### config.mk
export PLATFORM = sky130hd
export DESIGN_NAME = captura_resultado_red
export DESIGN_NICKNAME = d
export VERILOG_FILES = /design/src/rtl/captura_resultado_red.sv
export SDC_FILE = /design/constraint.sdc
export NUM_CORES = 1
export LEC_CHECK = 0
export CAP_MARGIN = 20
export CORE_ASPECT_RATIO = 0.75
export CORE_MARGIN = 1
export CORE_UTILIZATION = 53
export CTS_BUF_LIST = sky130_fd_sc_hd__clkbuf_8
export DETAILED_ROUTE_END_ITERATION = 8
export PLACE_DENSITY = 0.85
export SETUP_SLACK_MARGIN = 0.5
export SLEW_MARGIN = 10
export SYNTH_ARGS = -nofsm -noshare
export SYNTH_HDL_FRONTEND = slang
export SYNTH_SLANG_ARGS = --single-unit
export TNS_END_PERCENT = 30
### constraint.sdc
create_clock -name CLK -period 2.6 [get_ports CLK]
set_clock_uncertainty 0.1 [all_clocks]
set_input_delay 0.39 -clock CLK [delete_from_list [all_inputs] [get_ports CLK]]
set_output_delay 0.39 -clock CLK [all_outputs]
set_load 0.03 [all_outputs]
### src/rtl/captura_resultado_red.sv
// Captures each network result together with the input sample that produced it.
// Issued samples queue in a small FIFO; host-readable sticky flags report ready, error and data loss.
module captura_resultado_red #(
  parameter int Width = 24,
  parameter int Depth = 4
) (
  input  logic                     CLK,
  input  logic                     RESET_N,
  input  logic                     StartIn,
  input  logic [Width-1:0]         DatoEntrada,
  input  logic                     ValidNet,
  input  logic [Width-1:0]         SalidaNet,
  input  logic                     OverflowNet,
  input  logic                     Read,
  input  logic [8:0]               Address,
  output logic [Width-1:0]         DatoSalida,
  output logic [Width-1:0]         EntradaAsociada,
  output logic                     DatoListo,
  output logic                     ErrorFlag,
  output logic                     Overrun,
  output logic [$clog2(Depth):0]   Ocupacion
);

  localparam int AW = (Depth > 1) ? $clog2(Depth) : 1;
  localparam int OW = $clog2(Depth) + 1;
  localparam logic [OW-1:0] FULL_OCC = OW'(Depth);
  localparam logic [8:0] ADDR_LISTO = 9'h004;
  localparam logic [8:0] ADDR_ERROR = 9'h008;

  logic [Width-1:0] mem [Depth];

  logic [AW-1:0]    wr_ptr_reg, wr_ptr_next;
  logic [AW-1:0]    rd_ptr_reg, rd_ptr_next;
  logic [OW-1:0]    occ_reg, occ_next;
  logic [Width-1:0] salida_reg, salida_next;
  logic [Width-1:0] entrada_reg, entrada_next;
  logic             listo_reg, listo_next;
  logic             error_reg, error_next;
  logic             overrun_reg, overrun_next;

  logic full, empty, push, pop;
  logic clr_listo, clr_error;

  // Full/empty come from the pre-edge occupancy, so a simultaneous pop makes room for a push.
  assign full      = (occ_reg == FULL_OCC);
  assign empty     = (occ_reg == '0);
  assign push      = StartIn && (!full || ValidNet);
  assign pop       = ValidNet && !empty;
  assign clr_listo = Read && (Address == ADDR_LISTO);
  assign clr_error = Read && (Address == ADDR_ERROR);

  always_comb begin
    wr_ptr_next  = wr_ptr_reg;
    rd_ptr_next  = rd_ptr_reg;
    occ_next     = occ_reg + OW'(push) - OW'(pop);
    salida_next  = salida_reg;
    entrada_next = entrada_reg;
    listo_next   = listo_reg && !clr_listo;
    error_next   = error_reg && !clr_error;
    overrun_next = overrun_reg && !clr_error;

    if (push) begin
      wr_ptr_next = wr_ptr_reg + AW'(1);
    end
    if (StartIn && full && !ValidNet) begin
      overrun_next = 1'b1;
    end
    if (ValidNet) begin
      salida_next = SalidaNet;
      listo_next  = 1'b1;
      if (listo_reg) begin
        overrun_next = 1'b1;
      end
      if (empty || OverflowNet) begin
        error_next = 1'b1;
      end
    end
    if (pop) begin
      entrada_next = mem[rd_ptr_reg];
      rd_ptr_next  = rd_ptr_reg + AW'(1);
    end
  end

  always_ff @(posedge CLK or negedge RESET_N) begin
    if (!RESET_N) begin
      wr_ptr_reg  <= '0;
      rd_ptr_reg  <= '0;
      occ_reg     <= '0;
      salida_reg  <= '0;
      entrada_reg <= '0;
      listo_reg   <= 1'b0;
      error_reg   <= 1'b0;
      overrun_reg <= 1'b0;
    end else begin
      wr_ptr_reg  <= wr_ptr_next;
      rd_ptr_reg  <= rd_ptr_next;
      occ_reg     <= occ_next;
      salida_reg  <= salida_next;
      entrada_reg <= entrada_next;
      listo_reg   <= listo_next;
      error_reg   <= error_next;
      overrun_reg <= overrun_next;
    end
  end

  // Sample storage needs no reset: the pointers alone define which entries are live.
  always_ff @(posedge CLK) begin
    if (push) begin
      mem[wr_ptr_reg] <= DatoEntrada;
    end
  end

  assign DatoSalida      = salida_reg;
  assign EntradaAsociada = entrada_reg;
  assign DatoListo       = listo_reg;
  assign ErrorFlag       = error_reg;
  assign Overrun         = overrun_reg;
  assign Ocupacion       = occ_reg;

endmodule

Yosys cells after proc, flatten, opt, wreduce, memory -nomap -nowiden
Memory sizes are Yosys's and may differ from the RTL's. A register that Yosys moved wholly into a read port is not among the register bits.
Index checks and enable logic that the tools add are counted.
{ "totals": {"regBits": 34, "latchBits": 0, "ram_bits": 96, "mem_bits_ro": 0, "out_inout_bits": 54, "wordCells": 41, "memories": 1} }
{ "memory_table": {"columns": ["memory", "depth", "word_bits", "read_ports", "rd_clocked_by_memory_dff", "wr", "line_no", "text"], "rows": [
  ["mem", 4, 24, 1, 1, 1, "30", "logic [Width-1:0] mem [Depth];"]
]} }
{ "classes": {"n_addsub": 4, "n_mul": 0, "div": 0, "order_cmp": 0, "n_eq_ne": 3, "shifts": 0, "mux": 8, "bitwise": 0, "n_reduce_logical": 18} }
{ "op_table": {"columns": ["operator", "n"], "rows": [
  ["equality test 9 x 3 -> 1 bit, second input constant", 1],
  ["equality test 9 x 4 -> 1 bit, second input constant", 1],
  ["logical AND 1 bit", 9],
  ["2-to-1 mux 1 bit", 8],
  ["zero test 1 bit", 6],
  ["adder 2 x 1 -> 2 bit, second input constant", 2],
  ["adder 3 x 1 -> 3 bit", 1],
  ["equality test 3 bit, second input constant", 1],
  ["zero test 3 bit", 1],
  ["subtractor 3 x 1 -> 3 bit", 1],
  ["logical OR 1 bit", 2]
]} }

Depth between registers and ports, before layout
Gate-level depths: netlist of the first run.
{ "depth": {"word_depth": 7, "ltp_mapped": 7, "depth_no_buf": 6} }

Worst setup path before layout of the first run
OpenSTA, ideal clock, no wires.
{ "synth_path": {"path_kind": "register to register", "start": "reg occ_reg[1], in the netlist Ocupacion[1]", "end": "reg occ_reg[2], in the netlist Ocupacion[2]", "setup_time_ns": 0.123, "t_arrival_ns": 1.982, "required_ns": 2.377, "path_slack_ns": 0.396, "stages_incl_launch_ff": 8, "period_less_slack_ns": 2.204, "cell_sequence": "dfrtp_1 -> o31a_2 -> clkbuf_1 -> nand2b_1 -> o21ai_0 -> ha_1 -> fa_1 -> xnor2_1"} }
{ "synth_between": {"elab_chain_len": 6, "word_cells_on_any_way": 9, "classes_between": "add/sub: 2; eq/ne: 1; reduce/logical: 6"} }
{ "synth_lines": {"columns": ["item", "line_no", "text"], "rows": [
  ["start, declared", "34", "logic [OW-1:0] occ_reg, occ_next;"],
  ["start signal, assigned", "97", "occ_reg <= occ_next;"],
  ["equality test 3 bit", "45", "assign full = (occ_reg == FULL_OCC);"],
  ["zero test 1 bit", "47", "assign push = StartIn && (!full || ValidNet);"],
  ["logical OR 1 bit", "47", null],
  ["logical AND 1 bit", "47", null],
  ["adder 3 x 1 -> 3 bit", "55", "occ_next = occ_reg + OW'(push) - OW'(pop);"],
  ["subtractor 3 x 1 -> 3 bit (*)", "55", null],
  ["net occ_next[2]", "34", null]
]} }
Mark *: on every way through the listed nets, which the timed path passes. The rest lies on a longest branch.
A chain may end at the register's enable or synchronous reset.

Worst setup path after layout of the first run
{ "layout_path": {"start": "reg occ_reg[2], in the netlist Ocupacion[2]", "end": "out Ocupacion[2]"} }
{ "layout_rtl": {"columns": ["item", "line_no", "text"], "rows": [
  ["end, declared", "21", "output logic [$clog2(Depth):0] Ocupacion"]
]} }
No word-level cell between the ends.

==> results of run 1 <==
[synth_stat cells (all sizes together)]
cell	count	share of area
a21bo	1	0.0017
a21o	1	0.0013
a221o	1	0.0017
and2	4	0.0052
buf	10	0.0088
clkbuf	4	0.0026
dfrtp	58	0.25
edfxtp	96	0.50
fa	1	0.0034
ha	5	0.011
inv	3	0.0019
mux2	25	0.049
mux4	24	0.093
nand2	73	0.047
nand2b	1	0.0011
nand4b	2	0.0030
nor3	1	0.00086
nor3b	1	0.0013
nor4	1	0.0011
nor4b	1	0.0015
o21a	1	0.0026
o21ai	3	0.0026
o31a	1	0.0017
o31ai	1	0.0022
or3b	1	0.0015
xnor2	4	0.0060
xor2	1	0.0015
[where the power goes]
| group | switching (mW) | internal, mW | total (mW) |
|---|---|---|---|
| combinational | 1.37 | 1.28 | 2.65 |
| clock | 0.836 | 0.878 | 1.71 |
| sequential | 0.363 | 3.22 | 3.58 |
[worst register-to-register path: cells and delay by family, from the launching register on]
family	cells	cell delay, ps
AOI/OAI and AO/OA	2	230
xor gates and xnor gates	1	140
adders and majority gates	2	580
DFF	1	450
and+or+nand+nor	1	420
[cell usage in the layout, fill, tap and decap left out, types with 2 or more instances in the layout]
master             n
edfxtp_1          96
ha_1               4
dfrtp_1           54
o21ai_1            2
clkinv_2           2
buf_12             4
nand2_1           73
xnor2_1            4
nand4b_1           2
inv_1              8
clkbuf_8          19
buf_4             12
and2_2             4
bufinv_16          2
clkdlybuf4s50_1  114
dfrtp_2            4
mux4_2            24
clkinvlp_4         3
mux2_2            24
[per-layer routing]
layer,vias to the layer above,share of wire,GRT usage
met5,-,0,0
met4,0,0.0090,0.105
met3,13,0.062,0.0437
met2,130,0.50,0.374
met1,1643,0.43,0.293
li1,1475,-,-
[cell type report]
class	count	area, um^2	area share
Multi-Input combinational cell	154	1410	0.184
Clock inverter	13	115	0.0150
Timing Repair Buffer	134	1350	0.176
Sequential cell	154	4340	0.567
Inverter	3	11.3	0.00147
Clock buffer	19	262	0.0342
Tap cell	136	170	0.0222
[repair_timing]
action | CTS | global route
buffers inserted | 2 | 1
setup endpoints to repair | 4 | 3
pin swaps | 0 | 0
hold buffers | 1 | 0
hold endpoints to repair | 32 | 0
resized for setup | 1 | 5
[metrics by stage]
stage / setup slack, ps / utilization
after global routing: 498 / 0.733
after detailed placement: 274 / 0.693
after global placement: 339 / 0.692
final: 524 / 0.733
after CTS: 436 / 0.731
after floorplan: 502 / -
[worst min-delay path by stage]
stage,slack [ps],endpoint
6_report,380,EntradaAsociada[1]
5_1_grt,400,EntradaAsociada[2]
4_1_cts,380,EntradaAsociada[15]
3_5_place_dp,360,EntradaAsociada[21]
3_3_place_gp,360,EntradaAsociada[18]
2_1_floorplan,-6,DatoListo
[kinds of logic after synthesis]
family | count (synthesis)
compound gates | 9
buf+inv | 17
fa+ha+maj | 6
xor+xnor | 5
flops | 154
mux | 49
simple gates | 85
==> impl_metrics.csv, run 1 <==
group,metric,value,unit
clocking,cts_buffers,17,
clocking,clock-sinks,154,
pwr,total_power,7.95,mW
placement,dp_hpwl,7620,um
synthesis,synthXorXnorAreaFrac,0.00754,
min_path,holdPathStages,2,
finish,syn2layout_area_growth,31.8,%
job,drv_cap,0,
setup_path,startpoint_type,"flip-flop",
global_route,gr-total-overflow,0,
floorplan,initial_utilization,0.556,
sta,fin_crit_sh,0.798,
sta,slew_violations,0,
setup_path,reg2reg_depth,6,
global_route,antenna_found_initial,0,
synthesis,synth_area,5810,um^2
sta,worst-slew-pin-transition,749,ps
synthesis,synth_seq_cells,154,
synthesis,synth_fa_ha_area_frac,0.0142,
placement,gp_congestion,0.702,
floorplan,ios,117,
route,vias,3261,
synthesis,synth_compound_area_frac,0.0138,
setup_path,critical_path_buf_inv_count,1,
synthesis,synth_mux_area_frac,0.142,
pwr,vdd_drop_max,594,uV
floorplan,coreArea,10500,um^2
route,wire_per_inst,19.1,um
sta,hold_viol_final,0,
clocking,clockBufferDepth,2,
finish,drive_gt1_frac,0.224,
finish,num_antenna_cells,0,
clocking,path_clk_slew,80,ps
min_path,hp-start,"EntradaAsociada[1]",
floorplan,dieHeight,92.7,um
finish,final_cell_area,7660,um^2
global_route,track_usage,0.227,
sta,setup_tns,0,ps
placement,io_buffers,116,
synthesis,yosysWarnings,0,
setup_path,end_kind,"output pin",
route,vias_per_cell,5.32,
min_path,hp-class,"reg2reg",
route,drc_errors,0,
setup_path,reg2reg_setup_slack,570,ps
finish,stdcell_count,613,
synthesis,avgSynthCellArea,17.9,um^2
synthesis,syn_inst,325,
route,ant_nets,0,
synthesis,synthesis.nets,394,
placement,dp.cells,577,
clocking,cts_root_buf,"clkbuf_8",
setup_path,worst_ep_required_time,2110,ps
floorplan,row_count,32,
sta,relSlewSlack,0.500,
setup_path,max_stage_delay,700,ps
setup_path,path_class,"reg2out",
setup_path,cp_top_family,"buffers and inverters",
floorplan,fp.dieW,123,um
sta,rsz0062_at_grt,"yes",
synthesis,ys_types,30,
setup_path,endpoint,"Ocupacion[2]",
global_route,grt_pass1_wl,18200,um
route,first_pass_iters,4,
setup_path,critPathLaunch,"Ocupacion[2]",
setup_path,path_max_fanout,6,
clocking,htree_levels,4,
floorplan,dieArea,11400,um^2
setup_path,crit_cells,1,
setup_path,crit_chain,"clkdlybuf4s50_1",
sta,finalCriticalPeriod,2080,ps
global_route,grt_max_degree,34,
synthesis,synthSimpleGateAreaFrac,0.0627,
finish,top_register,"mem",
finish,largest_register_ffs,96,
outcome,status,"completed",
placement,post_dp_cell_area,7240,um^2
sta,max_freq,0.482,GHz
sta,finalSetupViolCount,0,
synthesis,ys_seq_area_frac,0.746,
setup_path,crit_path_top_delay_cell,"clkdlybuf4s50_1",
finish,num-nets-final,533,
route,drt-initial-drc-count,217,
finish,nFillCells,622,
synthesis,synth_top_family_by_area,"multiplexers",
setup_path,reg2reg_to,"Ocupacion[2]",
setup_path,arrival,1590,ps
pwr,power_leakage,2.91,nW
setup_path,r2r-start,"Ocupacion[1]",
sta,hold_ws,377,ps
route,wl,11700,um
clocking,clk_latency,450,ps
pwr,power-per-cell-area,1040,nW/um^2
clocking,cts_tree,"built",
global_route,grt_pass1_vias,3456,
No activity file was read; power rests on OpenSTA's default activity.
==> run 2, diff against run 1 <==
==> constraint.sdc (replaced) <==
create_clock -name CLK -period 2.1 [get_ports CLK]
set_clock_uncertainty 0.1 [all_clocks]
set_input_delay 0.315 -clock CLK [delete_from_list [all_inputs] [get_ports CLK]]
set_output_delay 0.315 -clock CLK [all_outputs]
set_load 0.03 [all_outputs]
==> impl_metrics.csv, run 2 (synthesized netlist as in run 1, its figures left out) <==
group,metric,value,unit
outcome,status,"finished, violations left",
outcome,violations,"design-rule violations",
pwr,p_comb_frac,0.337,
clocking,cts_tree,"built",
floorplan,coreArea,10500,um^2
pwr,p_sw_frac,0.316,
floorplan,ios,117,
global_route,grt_max_degree,59,
sta,fin_crit_sh,0.933,
finish,num_antenna_cells,0,
placement,place_ws,-58.1,ps
pwr,power-per-cell-area,1350,nW/um^2
setup_path,path_class,"reg2reg",
pwr,vdd_drop_max,827,uV
min_path,hp-class,"in2async",
finish,final_common_cell,"clkdlybuf4s50_1",
sta,max_freq,0.510,GHz
finish,final_cell_mix,"clkdlybuf4s50_1 (97), edfxtp_1 (96), nand2_1 (73), dfrtp_1 (54)",
pwr,clock_power_share,0.262,
finish,largest_register_ffs,96,
route,drt-initial-drc-count,209,
global_route,gr-total-overflow,0,
clocking,htree_levels,4,
route,vias_per_cell,5.57,
pwr,total_power,10.7,mW
floorplan,dieArea,11400,um^2
clocking,path_clk_slew,90,ps
finish,syn2layout_area_growth,36.8,%
route,ant_nets,0,
sta,hold_viol_final,0,
pwr,power_leakage,3.07,nW
placement,dp_hpwl,7270,um
floorplan,dieHeight,92.7,um
global_route,grt_pass1_wl,18500,um
clocking,clock-sinks,154,
finish,stdcell_count,627,
sta,finalCriticalPeriod,1960,ps
global_route,track_usage,0.227,
job,drv_cap,0,
finish,nFillCells,606,
sta,worst_slack,140,ps
route,wl,13000,um
route,drc_errors,2,
clocking,cts_buffers,17,
sta,rsz0062_at_grt,"yes",
floorplan,initial_utilization,0.556,
placement,io_buffers,116,
placement,gp_congestion,0.746,
placement,dp.cells,574,
sta,worst-slew-pin-transition,562,ps
route,wire_per_inst,20.7,um
finish,num-nets-final,547,
finish,drive_gt1_frac,0.291,
pwr,seq_power_share,0.401,
clocking,clk_latency,440,ps
finish,top_register,"mem",
floorplan,fp.dieW,123,um
floorplan,row_count,32,
pwr,internal_power,7.32,mW
sta,finalSetupViolCount,0,
pwr,p_switching,3.38,mW
global_route,grt_pass1_vias,3536,
clocking,cts_root_buf,"clkbuf_8",
route,vias,3491,
setup_path,end_kind,"flip-flop",
sta,hold_ws,310,ps
setup_path,worst_ep_required_time,2380,ps
route,first_pass_iters,7,
clocking,clockBufferDepth,2,
global_route,antenna_found_initial,0,
setup_path,arrival,2240,ps
sta,relSlewSlack,0.625,
setup_path,path_max_fanout,6,
setup_path,startpoint_type,"flip-flop",
sta,slew_violations,0,
-- run 2: worst paths after layout --
check / cells past startpoint / slack [ps] / end / startpoint
min in group CLK: 2 / 380 / EntradaAsociada[23] / EntradaAsociada[23]
setup / recovery: 5 / 140 / Ocupacion[1] / Ocupacion[2]
max in group asynchronous: 3 / 1300 / Ocupacion[0] / RESET_N
hold reg to reg: 2 / 380 / EntradaAsociada[23] / EntradaAsociada[23]
setup reg to reg: 5 / 140 / Ocupacion[1] / Ocupacion[2]
hold / removal: 3 / 310 / EntradaAsociada[11] / RESET_N
-- run 2: through the flow --
step / setup TNS, ps / area [um^2] / util
final: 0 / 7940 / 0.760
after global routing: 0 / 7940 / 0.760
after CTS: 0 / 7810 / 0.747
after detailed placement: -620 / 7200 / 0.689
after global placement: 0 / 7190 / 0.688
after floorplan: 0 / 5840 / -
-- run 2: per-layer routing --
layer	up-vias	routed length, um	GRT usage
met3	17	945	0.0591
met4	0	201	0.0915
met2	164	6350	0.355
met1	1795	5470	0.307
li1	1515	-	-
met5	-	0	0
-- run 2: timing repair --
item | 4_1_cts | 5_1_grt
hold buffers | 1 | 0
buffers inserted | 2 | 7
hold endpoints to repair | 58 | 0
pin swaps | 2 | 0
gates cloned | 5 | 6
setup endpoints to repair | 172 | 170
gates resized for setup | 50 | 12
-- run 2: cell type report --
class / instances / area (um^2) / area share
Multi-Input combinational cell: 165 / 1520 / 0.192
Inverter: 3 / 11.3 / 0.00142
Tap cell: 136 / 170 / 0.0214
Clock buffer: 18 / 248 / 0.0312
Clock inverter: 14 / 265 / 0.0334
Sequential cell: 154 / 4340 / 0.546
Timing Repair Buffer: 137 / 1390 / 0.174
-- run 2: power by group through the flow --
stage | combinational, mW | sequential [mW] | clock (mW)
floorplan | 1.50 | 4.90 | 0
global placement | 3.22 | 4.30 | 0
detailed placement | 3.30 | 4.35 | 0
CTS | 3.43 | 4.30 | 2.84
global route | 3.84 | 4.36 | 2.96
finish | 3.61 | 4.29 | 2.80
-- run 2: critical path: stages (launching register included) --
cell and delay, ps:
dfrtp_2 450, or3b_4 430, o21ai_2 130, o21ai_1 80
ha_2 190, fa_2 520
==> run 3, diff against run 2 <==
--- a/config.mk
+++ b/config.mk
@@ -11,7 +11,7 @@
 export CORE_UTILIZATION = 53
 export CTS_BUF_LIST = sky130_fd_sc_hd__clkbuf_8
 export DETAILED_ROUTE_END_ITERATION = 8
-export PLACE_DENSITY = 0.85
+export PLACE_DENSITY = 0.8
 export SETUP_SLACK_MARGIN = 0.5
 export SLEW_MARGIN = 10
 export SYNTH_ARGS = -nofsm -noshare
==> impl_metrics.csv, run 3 (synthesized netlist as in run 1, its figures left out) <==
group,metric,value,unit
route,drt-initial-drc-count,240,
sta,fin_crit_sh,0.940,
sta,slew_violations,0,
finish,syn2layout_area_growth,35.3,%
sta,worst-slew-pin-transition,364,ps
placement,dp_hpwl,6980,um
clocking,path_clk_slew,90,ps
setup_path,endpoint,"Ocupacion[1]",
floorplan,coreArea,10500,um^2
setup_path,critical_path_buf_inv_count,0,
pwr,total_power,10.2,mW
global_route,grt_pass1_vias,3496,
setup_path,arrival,2240,ps
setup_path,reg2reg_depth,5,
finish,stdcell_count,629,
clocking,clk_latency,430,ps
setup_path,end_kind,"flip-flop",
placement,post_dp_cell_area,7210,um^2
placement,dp.cells,573,
setup_path,cp_top_family,"adder cells",
finish,num-nets-final,549,
route,vias_per_cell,5.40,
outcome,status,"completed",
finish,final_cell_mix,"edfxtp_1 (96), nand2_1 (73), clkdlybuf4s50_1 (61), dfrtp_1 (54), dlygate4sd2_1 (37)",
setup_path,crit_cells,5,
floorplan,dieHeight,92.7,um
sta,rsz0062_at_grt,"yes",
setup_path,crit_path_top_delay_cell,"fa_2",
clocking,clock-sinks,154,
placement,io_buffers,116,
setup_path,reg2reg_setup_slack,130,ps
sta,worst_slack,126,ps
clocking,clockBufferDepth,2,
setup_path,reg2reg_to,"Ocupacion[1]",
placement,place_ws,-28.1,ps
sta,relSlewSlack,0.754,
clocking,cts_tree,"built",
sta,hold_ws,302,ps
global_route,gr-total-overflow,0,
setup_path,startpoint_type,"flip-flop",
finish,top_register,"mem",
route,wl,12600,um
min_path,hp-class,"in2async",
global_route,track_usage,0.221,
route,ant_nets,0,
finish,drive_gt1_frac,0.278,
route,first_pass_iters,4,
sta,max_freq,0.507,GHz
setup_path,max_stage_delay,520,ps
pwr,power-per-cell-area,1300,nW/um^2
finish,final_util,0.752,
route,drc_errors,0,
placement,gp_congestion,0.735,
global_route,grt_pass1_wl,18000,um
sta,finalCriticalPeriod,1970,ps
setup_path,crit_chain,"or3b_4, o21ai_2, o21ai_1, ha_2, fa_2",
setup_path,path_class,"reg2reg",
floorplan,row_count,32,
setup_path,worst_ep_required_time,2360,ps
sta,finalSetupViolCount,0,
job,drv_cap,0,
pwr,power_leakage,3.20,nW
sta,hold_viol_final,0,
route,vias,3395,
clocking,htree_levels,4,
global_route,grt_max_degree,59,
finish,largest_register_ffs,96,
finish,final_cell_area,7860,um^2
floorplan,initial_utilization,0.556,
floorplan,dieArea,11400,um^2
clocking,cts_buffers,17,
sta,setup_tns,0,ps
finish,num_antenna_cells,0,
setup_path,r2r-start,"Ocupacion[1]",
pwr,vdd_drop_max,838,uV
clocking,cts_root_buf,"clkbuf_8",
global_route,antenna_found_initial,0,
floorplan,ios,117,
setup_path,path_max_fanout,4,
route,wire_per_inst,20.1,um
finish,final_common_cell,"edfxtp_1",
floorplan,fp.dieW,123,um
setup_path,critPathLaunch,"Ocupacion[1]",
[run 3: cell count changes in the layout (fill, tap and decap cells not counted), moves of 3 or more]
cell             previous run  this run
bufinv_16                   7         4
dlygate4sd2_1               2        37
buf_6                       4         8
clkinv_4                    3         0
clkdlybuf4s50_1            97        61
inv_4                       1         5
clkdlybuf4s15_2            13         6
dlymetal6s2s_1              3        10
[run 3: cell type report]
| class | count | area [um^2] |
|---|---|---|
| clock buffer | 18 | 248 |
| clock inverter | 14 | 174 |
| fill | 621 | 2590 |
| inverter | 3 | 11.3 |
| multi-input combinational | 166 | 1540 |
| sequential | 154 | 4340 |
| tap | 136 | 170 |
| timing repair buffer | 138 | 1380 |
[run 3: worst min-delay path by stage]
stage	startpoint	end
2_1_floorplan	RESET_N	DatoListo
3_3_place_gp	RESET_N	EntradaAsociada[11]
3_5_place_dp	RESET_N	EntradaAsociada[1]
4_1_cts	RESET_N	EntradaAsociada[1]
5_1_grt	RESET_N	EntradaAsociada[1]
6_report	RESET_N	EntradaAsociada[0]
[run 3: what timing repair did]
action	CTS	global route
hold endpoints to repair	58	0
gates resized for setup	74	22
endpoints found under the setup margin	172	166
gates cloned	6	7
pin swaps	2	1
setup buffers	4	6
hold buffers	1	0
[run 3: where the power goes]
part	leakage [nW]	internal, mW	switching (mW)
registers	1.56	3.98	0.331
clock network	0.227	1.31	1.05
logic	1.41	1.56	1.93
total	3.20	6.86	3.32
[run 3: worst register-to-register path, stage by stage, from the launching register on]
cell	delay [ps]
dfrtp_2	450
or3b_4	410
o21ai_2	150
o21ai_1	100
ha_2	180
fa_2	520
[run 3: layer usage]
metal	vias up	share of wire	wire (um)	track usage
met1	1724	0.41	5170	0.276
met2	137	0.50	6380	0.373
met5	-	0	0	0
met3	9	0.077	977	0.0573
li1	1525	-	-	-
met4	0	0.0083	105	0.0813
==> RTL edit 1 (settings of run 1) <==
The parameter `Width` goes from 24 to 12.
--- a/src/rtl/captura_resultado_red.sv
+++ b/src/rtl/captura_resultado_red.sv
@@ -3,3 +3,3 @@
 module captura_resultado_red #(
-  parameter int Width = 24,
+  parameter int Width = 12,
   parameter int Depth = 4
Ports: changed (resized DatoEntrada, DatoSalida, EntradaAsociada and SalidaNet); port bits go from 117 to 69. No check against the original RTL was run, so the function may have changed too.
==> RTL edit 1 against run 1 <==
Sequential share of layout area is 2.5 points lower. Worst hold slack worse by 0.012 ns. Synthesized area fell by 45%. Sequential cell count shrank 72. Die area fell by 44%. Total power fell by 45%. Clock power down 48%. Routed wire length is 52% lower. Highest routed layer unchanged. Cell area shrank 45%. Setup slack got worse by 0.036 ns. Non-clock buffer count is 57 lower. Sequential power down 47%.
==> RTL edit 1: results (changes against run 1) <==
status=completed (unchanged); post-synthesis sequential area ratio=71.37% (was 74.62%); Final HPWL DP=3904 µm (was 7615 µm); Crit path largest cell delay=0.40 ns (was 0.70 ns); FF/Latch Area=2296 µm² (was 4339 µm²); DR iter-0 viols=64 (was 217); Post-synth top cells=48 x edfxtp_1, 34 x dfrtp_1, 24 x mux2_2, 12 x mux4_2, 5 x ha_1 (was 96 x edfxtp_1, 73 x nand2_1, 58 x dfrtp_1, 24 x mux2_2, 24 x mux4_2); Fillers=344 (was 622); Crit path max-delay family=adder cells (was buffers and inverters); comb_multi_in=68 (was 154); vias in the first global route=1844 (was 3456); Buffers on Ports=68 (was 116); met2 Use GR=31.84% (was 37.41%); total clock sinks=82 (was 154); WHS=0.3652 ns (was 0.3773 ns); slowest stage cell on the critical path=dfrtp_2 (was clkdlybuf4s50_1); global placer's final weighted congestion=0.7644 (was 0.7023); clk_buf instances=10 (was 19); Non-CTS buffers=77 (was 134); placed insts=305 (was 577); slew margin rel.=60.31% (was 50.03%); fraction of synthesized cell area in xor and xnor cells=1.363% (was 0.7540%); Die Area=6379 µm² (was 11390 µm²); vias=1657 (was 3261); Max VDD drop=0.5782 mV (was 0.5945 mV); clock latency at the later pin of the worst-skew pair=0.34 ns (was 0.45 ns); reg-to-reg endpoint=Ocupacion[2] (unchanged); Power Density=1029 nW/µm² (was 1038 nW/µm²); Netlist cell types=29 (was 30); nonclk inv count=4 (was 3); max FFs per register=48 (was 96); Sw Ratio=31.39% (was 32.38%); Layout clock area frac=4.634% (was 4.918%); syn_nets=205 (was 394); post-synthesis mux area share=17.30% (was 14.22%); first-pass GRT wire length=9273 µm (was 18220 µm); Clk pwr share=20.3% (was 21.6%); WL/cell=17.41 µm (was 19.11 µm); GR Util met1=26.17% (was 29.31%); final instance count without filler cells=325 (was 613); buffer share of cell area=17.65% (was 17.63%); H-Tree Depth=3 (was 4); GRT Overall Usage=19.91% (was 22.69%); combinational power share=36.0% (was 33.4%); Worst-path clk slew=0.08 ns (about the same); GRT met3 Usage=5.592% (was 4.372%); Post-synth EDFFs=48 (was 96); share of layout cells above drive strength 1=30.77% (was 22.43%); cts hold-fix bufs=0 (was 1); largest net degree at the start of global routing=35 (was 34); adder-cell share of the synthesized area=2.571% (was 1.422%); Reg2Reg Setup Slack=0.49 ns (was 0.57 ns); hold crit path type=in2async (was reg2reg); syn_area_per_cell=20.07 µm² (was 17.87 µm²); clock buffer count from CTS=9 (was 17); placed cell area=3999 µm² (was 7243 µm²); LEAKAGE=1.559 nW (was 2.905 nW)
==> RTL edit 1: repair_timing <==
| item | in CTS | in global routing |
|---|---|---|
| pin swaps | 1 | 3 |
| gates resized for setup | 0 | 2 |
| cloned | 0 | 0 |
| endpoints found under the setup margin | 2 | 1 |
| setup buffers | 4 | 0 |
==> RTL edit 1: worst max path at each step <==
stage	slack, ns	to	cells past startpoint	start
3_5_place_dp	0.21	Ocupacion[2]	7	ValidNet
4_1_cts	0.52	Ocupacion[2]	6	Ocupacion[0]
5_1_grt	0.46	Ocupacion[2]	6	Ocupacion[1]
6_report	0.49	Ocupacion[2]	6	Ocupacion[1]
3_3_place_gp	0.25	Ocupacion[2]	7	ValidNet
2_1_floorplan	0.41	Ocupacion[1]	5	Ocupacion[0]
==> RTL edit 1: metal layers <==
layer  vias up  wire, µm
met1       833      2430
li1        781         -
met3         6       231
met2        37      2937
met5         -         0
met4         0        59
==> RTL edit 2 (settings of run 1) <==
Without the edit above. Reset style: synchronous (`RESET_N`), changed in one clocked block.
--- a/src/rtl/captura_resultado_red.sv
+++ b/src/rtl/captura_resultado_red.sv
@@ -83,3 +83,3 @@
 
-  always_ff @(posedge CLK or negedge RESET_N) begin
+  always_ff @(posedge CLK) begin
     if (!RESET_N) begin
Check against the original RTL: differs if RESET_N is asserted again (counterexample within 4 cycles, from zero or initial values and one cycle with RESET_N low); with RESET_N held inactive, the same outputs for 10 cycles.
==> RTL edit 2 against run 1 <==
Cell area down 1.7%. Count of clock-buffer cells in the layout up 3. Via count down 1.1%. Fmax down 2.5%. Sequential cell count unchanged. Setup slack worse by 0.052 ns. Total power down 13%. Routed wire length down 4.3%. Highest routed layer unchanged. Register-to-register slack worse by 0.098 ns. Final cell count down 0.82%. Global-route usage down 0.58 points. Synthesized area down 2.6%. First-iteration DRC count down 16%.
==> RTL edit 2: results (changes against run 1) <==
cell-internal power=5.061 mW (was 5.375 mW); GRT Overall Usage=22.12% (was 22.69%); share of layout cells above drive strength 1=19.49% (was 22.43%); slowest stage cell on the critical path=o41a_1 (was clkdlybuf4s50_1); Crit path max-delay family=adder cells (was buffers and inverters); clock latency at the later pin of the worst-skew pair=0.43 ns (was 0.45 ns); Clk pwr share=32.2% (was 21.6%); hold crit path type=in2reg (was reg2reg); global placer's final weighted congestion=0.7458 (was 0.7023); Netlist cell types=34 (was 30); post-synthesis mux area share=14.16% (was 14.22%); DR iter-0 viols=182 (was 217); fraction of synthesized cell area in xor and xnor cells=0.7745% (was 0.7540%); Worst Path Max Fanout=3 (was 6); Nets=528 (was 533); vias=3224 (was 3261); largest net degree at the start of global routing=31 (was 34); first-pass GRT wire length=17600 µm (was 18220 µm); Slew @ Worst Pin=0.6157 ns (was 0.7495 ns); ys async rst share=0% (was 37.66%); WL/cell=18.45 µm (was 19.11 µm); status=completed (unchanged); Worst Path Arrival=2.36 ns (was 1.59 ns); Post-synth top cells=96 x edfxtp_1, 58 x dfxtp_1, 28 x nor2_1, 26 x mux2i_1 (was 96 x edfxtp_1, 73 x nand2_1, 58 x dfrtp_1, 24 x mux2_2, 24 x mux4_2); adder-cell share of the synthesized area=1.461% (was 1.422%)
RTL edit 2: layer usage:
| layer | wire [µm] | GRT usage [%] | up-vias |
|---|---|---|---|
| met2 | 5839 | 37.86 | 93 |
| met4 | 164 | 7.922 | 0 |
| met3 | 513 | 5.967 | 14 |
| met1 | 4698 | 26.92 | 1606 |
| li1 | - | - | 1511 |
| met5 | 0 | 0 | - |
RTL edit 2: cell type report:
| class | instances | area, µm² |
|---|---|---|
| Clock buffer | 22 | 302.8 |
| Inverter | 5 | 18.77 |
| Timing Repair Buffer | 138 | 1319 |
| Tap cell | 136 | 170.2 |
| Multi-Input combinational cell | 143 | 1458 |
| Clock inverter | 10 | 206.4 |
| Fill cell | 646 | 2805 |
| Sequential cell | 154 | 4050 |
RTL edit 2: repair_timing:
item	4_1_cts	5_1_grt
gates resized for setup	4	0
buffers inserted	2	1
hold buffers	0	0
pin swaps	3	1
setup endpoints to repair	27	2
RTL edit 2: kinds of logic (layout without fill, tap and decap cells):
| group | after synthesis | in the layout |
|---|---|---|
| buf+inv | 26 | 175 |
| compound gates | 33 | 33 |
| simple gates | 49 | 49 |
| fa+ha+maj | 6 | 6 |
| mux | 50 | 50 |
| xor+xnor | 5 | 5 |
| flops | 154 | 154 |
RTL edit 2: worst paths after layout:
check        slack (ns)    startpoint       endpoint
max                0.47  Ocupacion[2]   Ocupacion[2]
min                0.36      ValidNet  rd_ptr_reg[0]
max reg2reg        0.47  Ocupacion[2]   Ocupacion[2]
min reg2reg        0.37     ErrorFlag      ErrorFlag
RTL edit 2: metrics by stage:
step,area [µm²],instances,worst slack [ns]
2_1_floorplan,5663,323,0.3092
3_3_place_gp,6993,573,0.3097
3_5_place_dp,6993,573,0.2663
4_1_cts,7517,607,0.4571
5_1_grt,7525,608,0.3954
6_report,7525,608,0.4718
